===== src/rtl/elastic_pkg.sv =====
// Shared constants and elaboration-time helpers for the elastic buffer.
package elastic_pkg;

    localparam int unsigned FT_OFF = 0;
    localparam int unsigned FT_ON  = 1;

    function automatic int unsigned clog2(input int unsigned v);
        int unsigned r;
        int unsigned x;
        r = 0;
        x = (v > 0) ? v - 1 : 0;
        while (x > 0) begin
            x = x >> 1;
            r = r + 1;
        end
        return r;
    endfunction

    function automatic bit depth_ok(input int unsigned d);
        return (d >= 2) && (d <= 256) && ((d & (d - 1)) == 0);
    endfunction

    function automatic bit afull_ok(input int unsigned a, input int unsigned d);
        return (a >= 1) && (a <= d);
    endfunction

endpackage


===== src/rtl/elastic_buffer_mem.sv =====
// DEPTH x DATA_W storage: synchronous write, asynchronous read, no reset on the array.
module elastic_buffer_mem
    import elastic_pkg::*;
#(
    parameter int unsigned DATA_W = 8,
    parameter int unsigned DEPTH  = 4,
    parameter int unsigned AW     = 2
) (
    input  logic              clk,
    input  logic              we_i,
    input  logic [AW-1:0]     waddr_i,
    input  logic [DATA_W-1:0] wdata_i,
    input  logic [AW-1:0]     raddr_i,
    output logic [DATA_W-1:0] rdata_o
);

    logic [DATA_W-1:0] mem_q [DEPTH];

    always_ff @(posedge clk) begin
        if (we_i) begin
            mem_q[waddr_i] <= wdata_i;
        end
    end

    assign rdata_o = mem_q[raddr_i];

endmodule


===== src/rtl/elastic_buffer.sv =====
// DEPTH-entry valid/ready elastic buffer with optional fall-through, flush and level status.
module elastic_buffer
    import elastic_pkg::*;
#(
    parameter int unsigned DATA_W      = 8,
    parameter int unsigned DEPTH       = 4,
    parameter int unsigned FALLTHROUGH = FT_OFF,
    parameter int unsigned AFULL_LVL   = DEPTH - 1
) (
    input  logic                        clk,
    input  logic                        rst,
    input  logic                        flush,
    input  logic [DATA_W-1:0]           up_data,
    input  logic                        up_valid,
    output logic                        up_ready,
    output logic [DATA_W-1:0]           down_data,
    output logic                        down_valid,
    input  logic                        down_ready,
    output logic [clog2(DEPTH+1)-1:0]   level,
    output logic                        almost_full
);

    localparam int unsigned      CNT_W    = clog2(DEPTH + 1);
    localparam int unsigned      PTR_W    = clog2(DEPTH);
    localparam logic [CNT_W-1:0] FULL_LVL = CNT_W'(DEPTH);
    localparam logic [CNT_W-1:0] AF_LVL   = CNT_W'(AFULL_LVL);
    localparam bit               FT       = (FALLTHROUGH == FT_ON);

    if (!depth_ok(DEPTH)) begin : g_depth_chk
        $error("elastic_buffer: DEPTH must be a power of two in 2..256");
    end
    if (!afull_ok(AFULL_LVL, DEPTH)) begin : g_afull_chk
        $error("elastic_buffer: AFULL_LVL must lie in 1..DEPTH");
    end

    logic [PTR_W-1:0]  wr_ptr_q, wr_ptr_d;
    logic [PTR_W-1:0]  rd_ptr_q, rd_ptr_d;
    logic [CNT_W-1:0]  level_q, level_d;
    logic              stored, push, pop, wr_en, rd_adv;
    logic [DATA_W-1:0] rd_data;

    assign stored      = (level_q != '0);
    assign up_ready    = !rst && !flush && (level_q != FULL_LVL);
    assign down_valid  = !rst && (stored || (FT && up_valid));
    assign down_data   = (FT && !stored) ? up_data : rd_data;
    assign level       = level_q;
    assign almost_full = (level_q >= AF_LVL);

    assign push = up_valid && up_ready;
    assign pop  = down_valid && down_ready;
    // An empty fall-through buffer hands the word straight across instead of storing it.
    assign wr_en  = push && !(FT && !stored && pop);
    assign rd_adv = pop && stored && !flush;

    always_comb begin
        wr_ptr_d = wr_ptr_q;
        rd_ptr_d = rd_ptr_q;
        level_d  = level_q;
        if (flush) begin
            wr_ptr_d = '0;
            rd_ptr_d = '0;
            level_d  = '0;
        end else begin
            if (wr_en) begin
                wr_ptr_d = wr_ptr_q + PTR_W'(1);
            end
            if (rd_adv) begin
                rd_ptr_d = rd_ptr_q + PTR_W'(1);
            end
            case ({wr_en, rd_adv})
                2'b10:   level_d = level_q + CNT_W'(1);
                2'b01:   level_d = level_q - CNT_W'(1);
                default: level_d = level_q;
            endcase
        end
    end

    always_ff @(posedge clk or posedge rst) begin
        if (rst) begin
            wr_ptr_q <= '0;
            rd_ptr_q <= '0;
            level_q  <= '0;
        end else begin
            wr_ptr_q <= wr_ptr_d;
            rd_ptr_q <= rd_ptr_d;
            level_q  <= level_d;
        end
    end

    elastic_buffer_mem #(
        .DATA_W (DATA_W),
        .DEPTH  (DEPTH),
        .AW     (PTR_W)
    ) u_mem (
        .clk     (clk),
        .we_i    (wr_en),
        .waddr_i (wr_ptr_q),
        .wdata_i (up_data),
        .raddr_i (rd_ptr_q),
        .rdata_o (rd_data)
    );

    a_no_overflow: assert property (@(posedge clk) disable iff (rst)
        !(push && (level_q == FULL_LVL)));
    a_no_underflow: assert property (@(posedge clk) disable iff (rst)
        !(pop && !down_valid));

endmodule

===== config.mk =====
export PLATFORM = sky130hd
export DESIGN_NAME = elastic_buffer
export DESIGN_NICKNAME = d
export VERILOG_FILES = /design/src/rtl/elastic_pkg.sv /design/src/rtl/elastic_buffer_mem.sv /design/src/rtl/elastic_buffer.sv
export SDC_FILE = /design/constraint.sdc
export NUM_CORES = 1
export LEC_CHECK = 0
export CORE_UTILIZATION = 38
export CTS_BUF_LIST = sky130_fd_sc_hd__clkbuf_16
export DETAILED_ROUTE_END_ITERATION = 16
export GPL_TIMING_DRIVEN = 0
export PLACE_DENSITY = 0.65
export SYNTH_ARGS = -nofsm -noshare
export SYNTH_HDL_FRONTEND = slang
export SYNTH_SLANG_ARGS = --single-unit

===== constraint.sdc =====
create_clock -name clk -period 2.9 [get_ports clk]
set_input_delay 0.58 -clock clk [delete_from_list [all_inputs] [get_ports clk]]
set_output_delay 0.58 -clock clk [all_outputs]
set_load 0.05 [all_outputs]

==> run_results.csv, run 1 <==
group,metric,value,unit
outcome,status,"finished clean",
setup_path,startpoint,"rd_ptr_q[0]$_DFFE_PP0P_",
timing,fmax,0.3599,GHz
power,ir_drop,0.3280,mV
synthesis,synth-seq-cells,39,
setup_path,crit_required,2.32,ns
final_layout,layout_common_cells,"edfxtp_1 (32), clkdlybuf4s50_1 (25), mux4_2 (8)",
placement,finalWeightedCongestion,0.6610,
setup_path,critical_path_peak_fanout,10,
detailed_routing,antenna_left,0,
die,dieArea,4712,um^2
timing,tightest_slew,0.5601,ns
synthesis,ys_types,28,
flow_run,drv_cap,0,
cts,postCtsSetupRepairBufs,0,
cts,cts_hold_buffers,0,
cts,clock-sinks,39,
die,pin_count,27,
detailed_routing,routed_wl,2694,um
setup_path,arrival,2.20,ns
timing,fin_ws,0.1218,ns
power,p_per_area,637.8,nW/um^2
setup_path,worstSetupStartpointType,"flop",
timing,finClkSkew,0.005260,ns
timing,hold_viol,0,
final_layout,fin_util,0.5223,
setup_path,worstSetupEndpointType,"primary output",
placement,port_buffers,25,
power,leakage,0.7761,nW
die,rows,23,
setup_path,r2r_start,"level[2]$_DFFE_PP0P_",
cts,cts_made_buffers,5,
final_layout,fillers,361,
detailed_routing,vias_per_cell,4.926,
final_layout,num-nets-final,142,
synthesis,synth_seq_area_share,0.6731,
synthesis,yosysWarnings,0,
cts,cts_resized,0,
final_layout,layout_commonest_cell,"edfxtp_1",
global_route,grt_pass1_wl,4450,um
setup_path,critical_path_class,"reg -> out",
detailed_routing,first_pass_iters,3,
synthesis,postSynthCellCount,92,
power,finalPower,1.381,mW
timing,final.setup.tns,0,ns
timing,layout_min_cycle_time,2.778,ns
timing,rsz0062_at_grt,"false",
timing,relSlewSlack,0.6266,
final_layout,area_growth,28.24,%
cts,cts_tree,"yes",
cts,h-tree-depth,2,
timing,setup_viol,0,
timing,slew_violations,0,
die,core,4144,um^2
synthesis,synth_nets,110,
die,die_w,68.65,um
global_route,track_usage,0.1415,
die,start_util,0.4073,
setup_path,rr_worst_depth,9,
hold_path,hold_class,"in -> reg",
final_layout,antennaDiodeCount,0,
detailed_routing,drt-initial-drc-count,67,
global_route,antenna_found_initial,0,
detailed_routing,wl_per_cell,15.39,um
cts,clk_pin_slew_worst_paths,0.06,ns
timing,finalCritPeriodShare,0.9580,
cts,cts-root-buf,"clkbuf_16",
setup_path,reg2reg_slack,0.46,ns
detailed_routing,drc_errors,0,
detailed_routing,vias,862,
cts,insertion_delay,0.28,ns
die,fp.dieH,68.65,um
synthesis,syn-cell-area,1688,um^2
final_layout,final_layout_size_suffix_gt1_frac,0.2320,
placement,post-place-ws,-0.1381,ns
cts,cts_buffer_depth,2,
global_route,grt-ovfl-total,0,
setup_path,endpoint,"down_data[3]",
setup_path,r2r-end,"level[2]$_DFFE_PP0P_",
synthesis,avgSynthCellArea,18.35,um^2
placement,dp_hpwl,1857,um
global_route,grt_max_degree,13,
global_route,grt_pass1_vias,939,
-- area by class of cell --
class / instances / area [um^2] / area share
Sequential cell: 39 / 1136 / 0.5249
Timing Repair Buffer: 25 / 250.2 / 0.1156
Clock buffer: 5 / 125.1 / 0.05780
Clock inverter: 3 / 38.79 / 0.01792
Inverter: 3 / 11.26 / 0.005202
Tap cell: 50 / 62.56 / 0.02890
Multi-Input combinational cell: 46 / 509.2 / 0.2353
Buffer: 4 / 31.28 / 0.01445
-- synthesized netlist by cell type --
cell	instances	area, um^2
nor3_2	1	10.01
edfxtp_1	32	960.9
dfrtp_1	7	175.2
fa_1	1	20.02
and2_2	1	7.510
nor3b_4	1	18.77
a21o_2	1	8.760
nand2_1	2	7.510
and2_1	5	31.28
buf_2	1	5.000
nor4b_2	1	15.01
nor3b_2	2	25.02
xnor2_1	1	8.760
nor2b_1	2	12.51
buf_6	2	22.52
mux2i_1	1	10.01
mux2_2	1	11.26
xor2_2	1	16.27
xor2_1	1	8.760
o31ai_1	1	7.510
inv_1	3	11.26
mux4_2	8	180.2
a21oi_2	1	8.760
buf_1	1	3.750
nor3_1	2	10.01
nor2_1	7	26.28
mux2_4	1	15.01
ha_1	4	50.05
-- worst max-delay path: stages, from the launching register on --
cell and delay (ns):
dfrtp_1 0.33, buf_2 0.32, mux4_2 0.55, clkdlybuf4s50_1 0.71
-- metrics by stage --
| stage | cells | hold slack, ns | area [um^2] |
|---|---|---|---|
| global route | 175 | 0.5331 | 2165 |
| finish | 175 | 0.5177 | 2165 |
| detailed placement | 167 | 0.5815 | 2001 |
| CTS | 175 | 0.5149 | 2165 |
| global placement | 167 | 0.5658 | 2001 |
| floorplan | 92 | 0.3834 | 1688 |
-- state kept, by name, summed over array words and instances (netlist names) --
| register | cells |
|---|---|
| wr_ptr_q | 2 |
| rd_ptr_q | 2 |
| level | 3 |
| u_mem.mem_q | 32 |
-- cells by family after synthesis --
family,after synthesis,synth area share
AOI/OAI and AO/OA,3,0.01483
xor gates and xnor gates,3,0.02002
adders and majority gates,5,0.04151
buffers and inverters,7,0.02520
DFF,39,0.6731
muxes,11,0.1282
and+or+nand+nor,24,0.09711
-- worst min-delay path by stage --
stage,from,endpoint,depth (start not counted)
final,flush,rd_ptr_q[1]$_DFFE_PP0P_,2
after global routing,flush,level[1]$_DFFE_PP0P_,2
after CTS,flush,level[0]$_DFFE_PP0P_,2
after detailed placement,wr_ptr_q[0]$_DFFE_PP0P_,wr_ptr_q[0]$_DFFE_PP0P_,1
after global placement,wr_ptr_q[0]$_DFFE_PP0P_,wr_ptr_q[0]$_DFFE_PP0P_,1
after floorplan,rst,level[0]$_DFFE_PP0P_,1
-- routing by layer --
metal  GRT usage  part of all wire  vias to the layer above
met4     0.05469             0.011                        0
li1            -                 -                      411
met5           0                 0                        -
met2      0.2292              0.52                       15
met3     0.05428             0.034                        5
met1      0.1697              0.44                      431
-- power breakdown --
part	switching, mW	total (mW)	internal (mW)	leakage (nW)
sequential	0.00865	0.628	0.619	0.385
clock	0.201	0.602	0.401	0.0812
combinational	0.0876	0.151	0.0635	0.310
Note: power is estimated with default switching activity, not from simulation.
==> run 2, diff against run 1 <==
CTS_CLUSTER_DIAMETER = 60   (was not set)
RECOVER_POWER = 50   (was not set)
==> run 2 against run 1 <==
Against the previous run:
- cell count did not move
- critical endpoint unchanged
- global-route usage did not move
- critical path type unchanged
- critical path depth did not move
- count of clock-buffer cells in the layout did not move
- die area did not move
==> run_results.csv, run 2 (synthesis results as in run 1) <==
group,metric,value,unit
outcome,status,"finished clean",
final_layout,fillers,363,
setup_path,critical_path_peak_fanout,10,
die,dieArea,4712,um^2
final_layout,layout_common_cells,"edfxtp_1 (32), clkdlybuf4s50_1 (15), dlygate4sd3_1 (10)",
cts,insertion_delay,0.28,ns
global_route,grt_pass1_wl,4450,um
setup_path,crit_family,"buffers and inverters",
cts,cts_buffer_depth,2,
die,fp.dieH,68.65,um
die,die_w,68.65,um
power,finalPower,1.379,mW
placement,dp_hpwl,1857,um
die,start_util,0.4073,
final_layout,final_layout_size_suffix_gt1_frac,0.2240,
die,core,4144,um^2
cts,cts_made_buffers,5,
placement,port_buffers,25,
cts,cts_tree,"yes",
detailed_routing,drc_errors,0,
setup_path,worstSetupEndpointType,"primary output",
setup_path,endpoint,"down_data[3]",
power,power.switching,299.2,uW
detailed_routing,routed_wl,2724,um
placement,finalWeightedCongestion,0.6610,
cts,h-tree-depth,2,
final_layout,largest_reg_flops,32,
global_route,grt_busiest_layer,"met2",
setup_path,arrival,2.19,ns
setup_path,reg2reg_slack,0.46,ns
detailed_routing,wl_per_cell,15.57,um
die,pin_count,27,
setup_path,critPathSlowestCell,"clkdlybuf4s50_1",
flow_run,drv_cap,0,
power,sw_frac_of_total,0.2171,
global_route,grt-ovfl-total,0,
die,rows,23,
cts,cts-root-buf,"clkbuf_16",
final_layout,top_register,"u_mem.mem_q",
global_route,grt_max_degree,13,
power,internal_power,1.079,mW
cts,cts_hold_buffers,0,
hold_path,whs_path_depth,2,
timing,tightest_slew,0.7961,ns
final_layout,area_growth,27.58,%
power,power_frac_comb,0.106,
power,power_frac_seq,0.455,
power,p_per_area,640.3,nW/um^2
timing,finalCritPeriodShare,0.9567,
setup_path,critPathMaxStageDelay,0.71,ns
timing,hold_viol,0,
setup_path,path_buf_inv,2,
global_route,track_usage,0.1415,
detailed_routing,vias_per_cell,4.960,
hold_path,hold_class,"in -> reg",
final_layout,antennaDiodeCount,0,
detailed_routing,first_pass_iters,2,
cts,postCtsSetupRepairBufs,0,
timing,fmax,0.3604,GHz
setup_path,path_cells,"buf_2, mux4_2, clkdlybuf4s50_1",
detailed_routing,antenna_left,0,
final_layout,num-nets-final,142,
timing,relSlewSlack,0.4681,
final_layout,stdcell_count,175,
setup_path,startpoint,"rd_ptr_q[0]$_DFFE_PP0P_",
setup_path,r2r-end,"level[2]$_DFFE_PP0P_",
setup_path,rr_worst_depth,9,
timing,finClkSkew,0.006280,ns
cts,clk_pin_slew_worst_paths,0.06,ns
placement,dp.cells,167,
timing,layout_min_cycle_time,2.774,ns
global_route,grt_pass1_vias,939,
timing,slew_violations,0,
cts,clock-sinks,39,
detailed_routing,vias,868,
global_route,grt_use_met2,0.2292,
setup_path,critical_path_class,"reg -> out",
timing,setup_viol,0,
power,ir_drop,0.3284,mV
setup_path,r2r_start,"level[2]$_DFFE_PP0P_",
final_layout,layout_commonest_cell,"edfxtp_1",
global_route,use_met3,0.05428,
setup_path,path_depth,3,
global_route,antenna_found_initial,0,
cts,cts_resized,0,
timing,rsz0062_at_grt,"false",
setup_path,crit_required,2.32,ns
setup_path,worstSetupStartpointType,"flop",
power,p_clk_frac,0.439,
detailed_routing,drt-initial-drc-count,65,
power,leakage,0.7783,nW
global_route,use_met1,0.1697,
run 2: cell count changes in the layout (fill, tap and decap cells not counted):
cell | before | now
and2_0 | 0 | 1
dlygate4sd3_1 | 0 | 10
clkdlybuf4s50_1 | 25 | 15
nor3b_1 | 0 | 1
and2_1 | 5 | 4
nor3b_4 | 1 | 0
run 2: how the worst min path moves through the flow:
stage | endpoint | startpoint
final | rd_ptr_q[1]$_DFFE_PP0P_ | flush
after global routing | level[1]$_DFFE_PP0P_ | flush
after CTS | level[0]$_DFFE_PP0P_ | flush
after detailed placement | wr_ptr_q[0]$_DFFE_PP0P_ | wr_ptr_q[0]$_DFFE_PP0P_
after global placement | wr_ptr_q[0]$_DFFE_PP0P_ | wr_ptr_q[0]$_DFFE_PP0P_
after floorplan | level[0]$_DFFE_PP0P_ | rst
run 2: cell type report:
class | count | area, um^2 | share of cell area
clock inverter | 3 | 38.79 | 0.01801
buffer | 4 | 31.28 | 0.01453
clock buffer | 5 | 125.1 | 0.05811
tap | 50 | 62.56 | 0.02905
sequential | 39 | 1136 | 0.5276
inverter | 3 | 11.26 | 0.005230
timing repair buffer | 25 | 250.2 | 0.1162
multi-input combinational | 46 | 498.0 | 0.2313
run 2: per-layer routing:
layer / wire length (um) / share of wire
met2: 1380 / 0.51
met5: 0 / 0
met3: 93 / 0.034
met1: 1223 / 0.45
met4: 27 / 0.0099
run 2: through the flow:
step | hold WS (ns) | utilization | setup TNS, ns | cell area (um^2) | worst slack [ns]
2_1_floorplan | 0.3834 | - | 0 | 1688 | 0.3347
3_3_place_gp | 0.5658 | 0.4828 | -0.1239 | 2001 | -0.1239
3_5_place_dp | 0.5815 | 0.4828 | -0.1381 | 2001 | -0.1381
4_1_cts | 0.5149 | 0.5223 | 0 | 2165 | 0.08902
5_1_grt | 0.5331 | 0.5196 | 0 | 2153 | 0.01251
6_report | 0.5175 | 0.5196 | 0 | 2153 | 0.1256
run 2: power groups by stage:
stage	clock [mW]	combinational, mW	sequential (mW)
final	0.605	0.146	0.628
after detailed placement	0	0.153	0.639
after global placement	0	0.150	0.638
after global routing	0.635	0.158	0.629
after CTS	0.613	0.153	0.628
after floorplan	0	0.0904	0.647
==> run 3, diff against run 2 <==
clock period = 3.5 ns   (was 2.9 ns; I/O delays follow)
==> run 3 against run 2 <==
Against the previous run:
- utilization down 0.15 points
- flip-flop and latch count unchanged
- worst setup slack better by 0.33 ns
- register-to-register slack better by 0.46 ns
- cell count unchanged
- hold slack better by 0.068 ns
- clock skew about the same
- global-route usage unchanged
- critical path depth up 6
- non-clock buffer count unchanged
- clock power down 17%
- combinational power down 18%
- critical path type is now in -> reg
- critical endpoint is now level[2]$_DFFE_PP0P_
- largest cell class unchanged
==> run_results.csv, run 3 (synthesis results as in run 1) <==
group,metric,value,unit
power,finalPower,1.142,mW
timing,finClkSkew,0.006281,ns
cts,h-tree-depth,2,
final_layout,area_growth,27.21,%
timing,hold_viol,0,
timing,layout_min_cycle_time,3.042,ns
timing,relSlewSlack,0.4680,
timing,slew_violations,0,
detailed_routing,first_pass_iters,2,
setup_path,arrival,3.21,ns
final_layout,final_layout_size_suffix_gt1_frac,0.2160,
setup_path,critical_path_peak_fanout,10,
final_layout,layout_common_cells,"edfxtp_1 (32), clkdlybuf4s50_1 (14), dlygate4sd3_1 (11)",
setup_path,startpoint,"rst",
global_route,grt-ovfl-total,0,
final_layout,layout_commonest_cell,"edfxtp_1",
global_route,track_usage,0.1415,
flow_run,drv_cap,0,
timing,setup_viol,0,
cts,cts_made_buffers,5,
power,p_per_area,531.7,nW/um^2
die,die_w,68.65,um
final_layout,antennaDiodeCount,0,
cts,insertion_delay,0.28,ns
setup_path,endpoint,"level[2]$_DFFE_PP0P_",
timing,finalCritPeriodShare,0.8692,
setup_path,worstSetupEndpointType,"flop",
cts,cts_buffer_depth,2,
die,fp.dieH,68.65,um
die,rows,23,
die,start_util,0.4073,
die,dieArea,4712,um^2
cts,clk_pin_slew_worst_paths,0.06,ns
power,leakage,0.7769,nW
timing,final.setup.tns,0,ns
timing,fmax,0.3287,GHz
hold_path,hold_class,"reg -> reg",
detailed_routing,vias_per_cell,4.960,
final_layout,top_register,"u_mem.mem_q",
detailed_routing,antenna_left,0,
global_route,grt_pass1_wl,4450,um
detailed_routing,drc_errors,0,
cts,cts_tree,"yes",
detailed_routing,vias,868,
final_layout,num-nets-final,142,
setup_path,rr_worst_depth,9,
setup_path,crit_required,3.67,ns
global_route,grt_max_degree,13,
cts,clock-sinks,39,
placement,finalWeightedCongestion,0.6610,
power,ir_drop,0.2716,mV
cts,cts-root-buf,"clkbuf_16",
setup_path,r2r-end,"level[2]$_DFFE_PP0P_",
global_route,grt_pass1_vias,939,
die,core,4144,um^2
placement,port_buffers,25,
detailed_routing,routed_wl,2729,um
placement,dp_hpwl,1857,um
final_layout,largest_reg_flops,32,
timing,rsz0062_at_grt,"false",
outcome,status,"finished clean",
cts,postCtsSetupRepairBufs,0,
setup_path,worstSetupStartpointType,"input port",
die,pin_count,27,
cts,cts_resized,0,
setup_path,critical_path_class,"in -> reg",
cts,cts_hold_buffers,0,
timing,tightest_slew,0.7963,ns
setup_path,reg2reg_slack,0.92,ns
detailed_routing,drt-initial-drc-count,63,
setup_path,r2r_start,"level[2]$_DFFE_PP0P_",
global_route,antenna_found_initial,0,
detailed_routing,wl_per_cell,15.59,um
[run 3: cell types whose count changed in the layout (fill, tap and decap cells not counted)]
cell | before | now
nor4b_2 | 1 | 0
clkdlybuf4s50_1 | 15 | 14
dlygate4sd3_1 | 10 | 11
nor4b_1 | 0 | 1
[run 3: cell type report]
class / instances / area, um^2
multi-input combinational: 46 / 491.7
fill: 365 / 1997
timing repair buffer: 25 / 250.2
sequential: 39 / 1136
clock buffer: 5 / 125.1
buffer: 4 / 31.28
clock inverter: 3 / 38.79
tap: 50 / 62.56
inverter: 3 / 11.26
[run 3: how the worst min path moves through the flow]
stage / from / endpoint / cells after the start
after floorplan: rst / level[0]$_DFFE_PP0P_ / 1
after global placement: wr_ptr_q[0]$_DFFE_PP0P_ / wr_ptr_q[0]$_DFFE_PP0P_ / 1
after detailed placement: wr_ptr_q[0]$_DFFE_PP0P_ / wr_ptr_q[0]$_DFFE_PP0P_ / 1
after CTS: wr_ptr_q[0]$_DFFE_PP0P_ / wr_ptr_q[0]$_DFFE_PP0P_ / 1
after global routing: wr_ptr_q[0]$_DFFE_PP0P_ / wr_ptr_q[0]$_DFFE_PP0P_ / 1
final: wr_ptr_q[0]$_DFFE_PP0P_ / wr_ptr_q[0]$_DFFE_PP0P_ / 1
[run 3: power by group]
group	leakage (nW)	internal, mW	switching, mW
Combinational	0.311	0.0491	0.0711
Sequential	0.385	0.513	0.00717
Clock	0.0812	0.332	0.169
[run 3: per-stage QoR]
step           instances  cell area, um^2  hold slack [ns]    util  setup WS, ns
2_1_floorplan         92             1688           0.5034       -        0.8970
3_3_place_gp         167             2001           0.5658  0.4828        0.3561
3_5_place_dp         167             2001           0.5815  0.4828        0.3419
4_1_cts              175             2165           0.5949  0.5223        0.5072
5_1_grt              175             2147           0.6275  0.5181        0.3317
6_report             175             2147           0.5851  0.5181        0.4578
[run 3: critical path, stage by stage]
cell and delay, ns:
dlygate4sd3_1 0.60, nor4b_1 0.48, buf_6 0.21, nor2_1 0.06, and2_2 0.19, fa_1 0.41, nor3b_2 0.21, a21oi_2 0.06
mux2_4 0.29
[run 3: per-layer routing]
metal | up-vias | share of wire | GRT usage
li1 | 410 | - | -
met1 | 438 | 0.45 | 0.1697
met2 | 16 | 0.50 | 0.2292
met3 | 4 | 0.034 | 0.05428
met4 | 0 | 0.0099 | 0.05469
met5 | - | 0 | 0
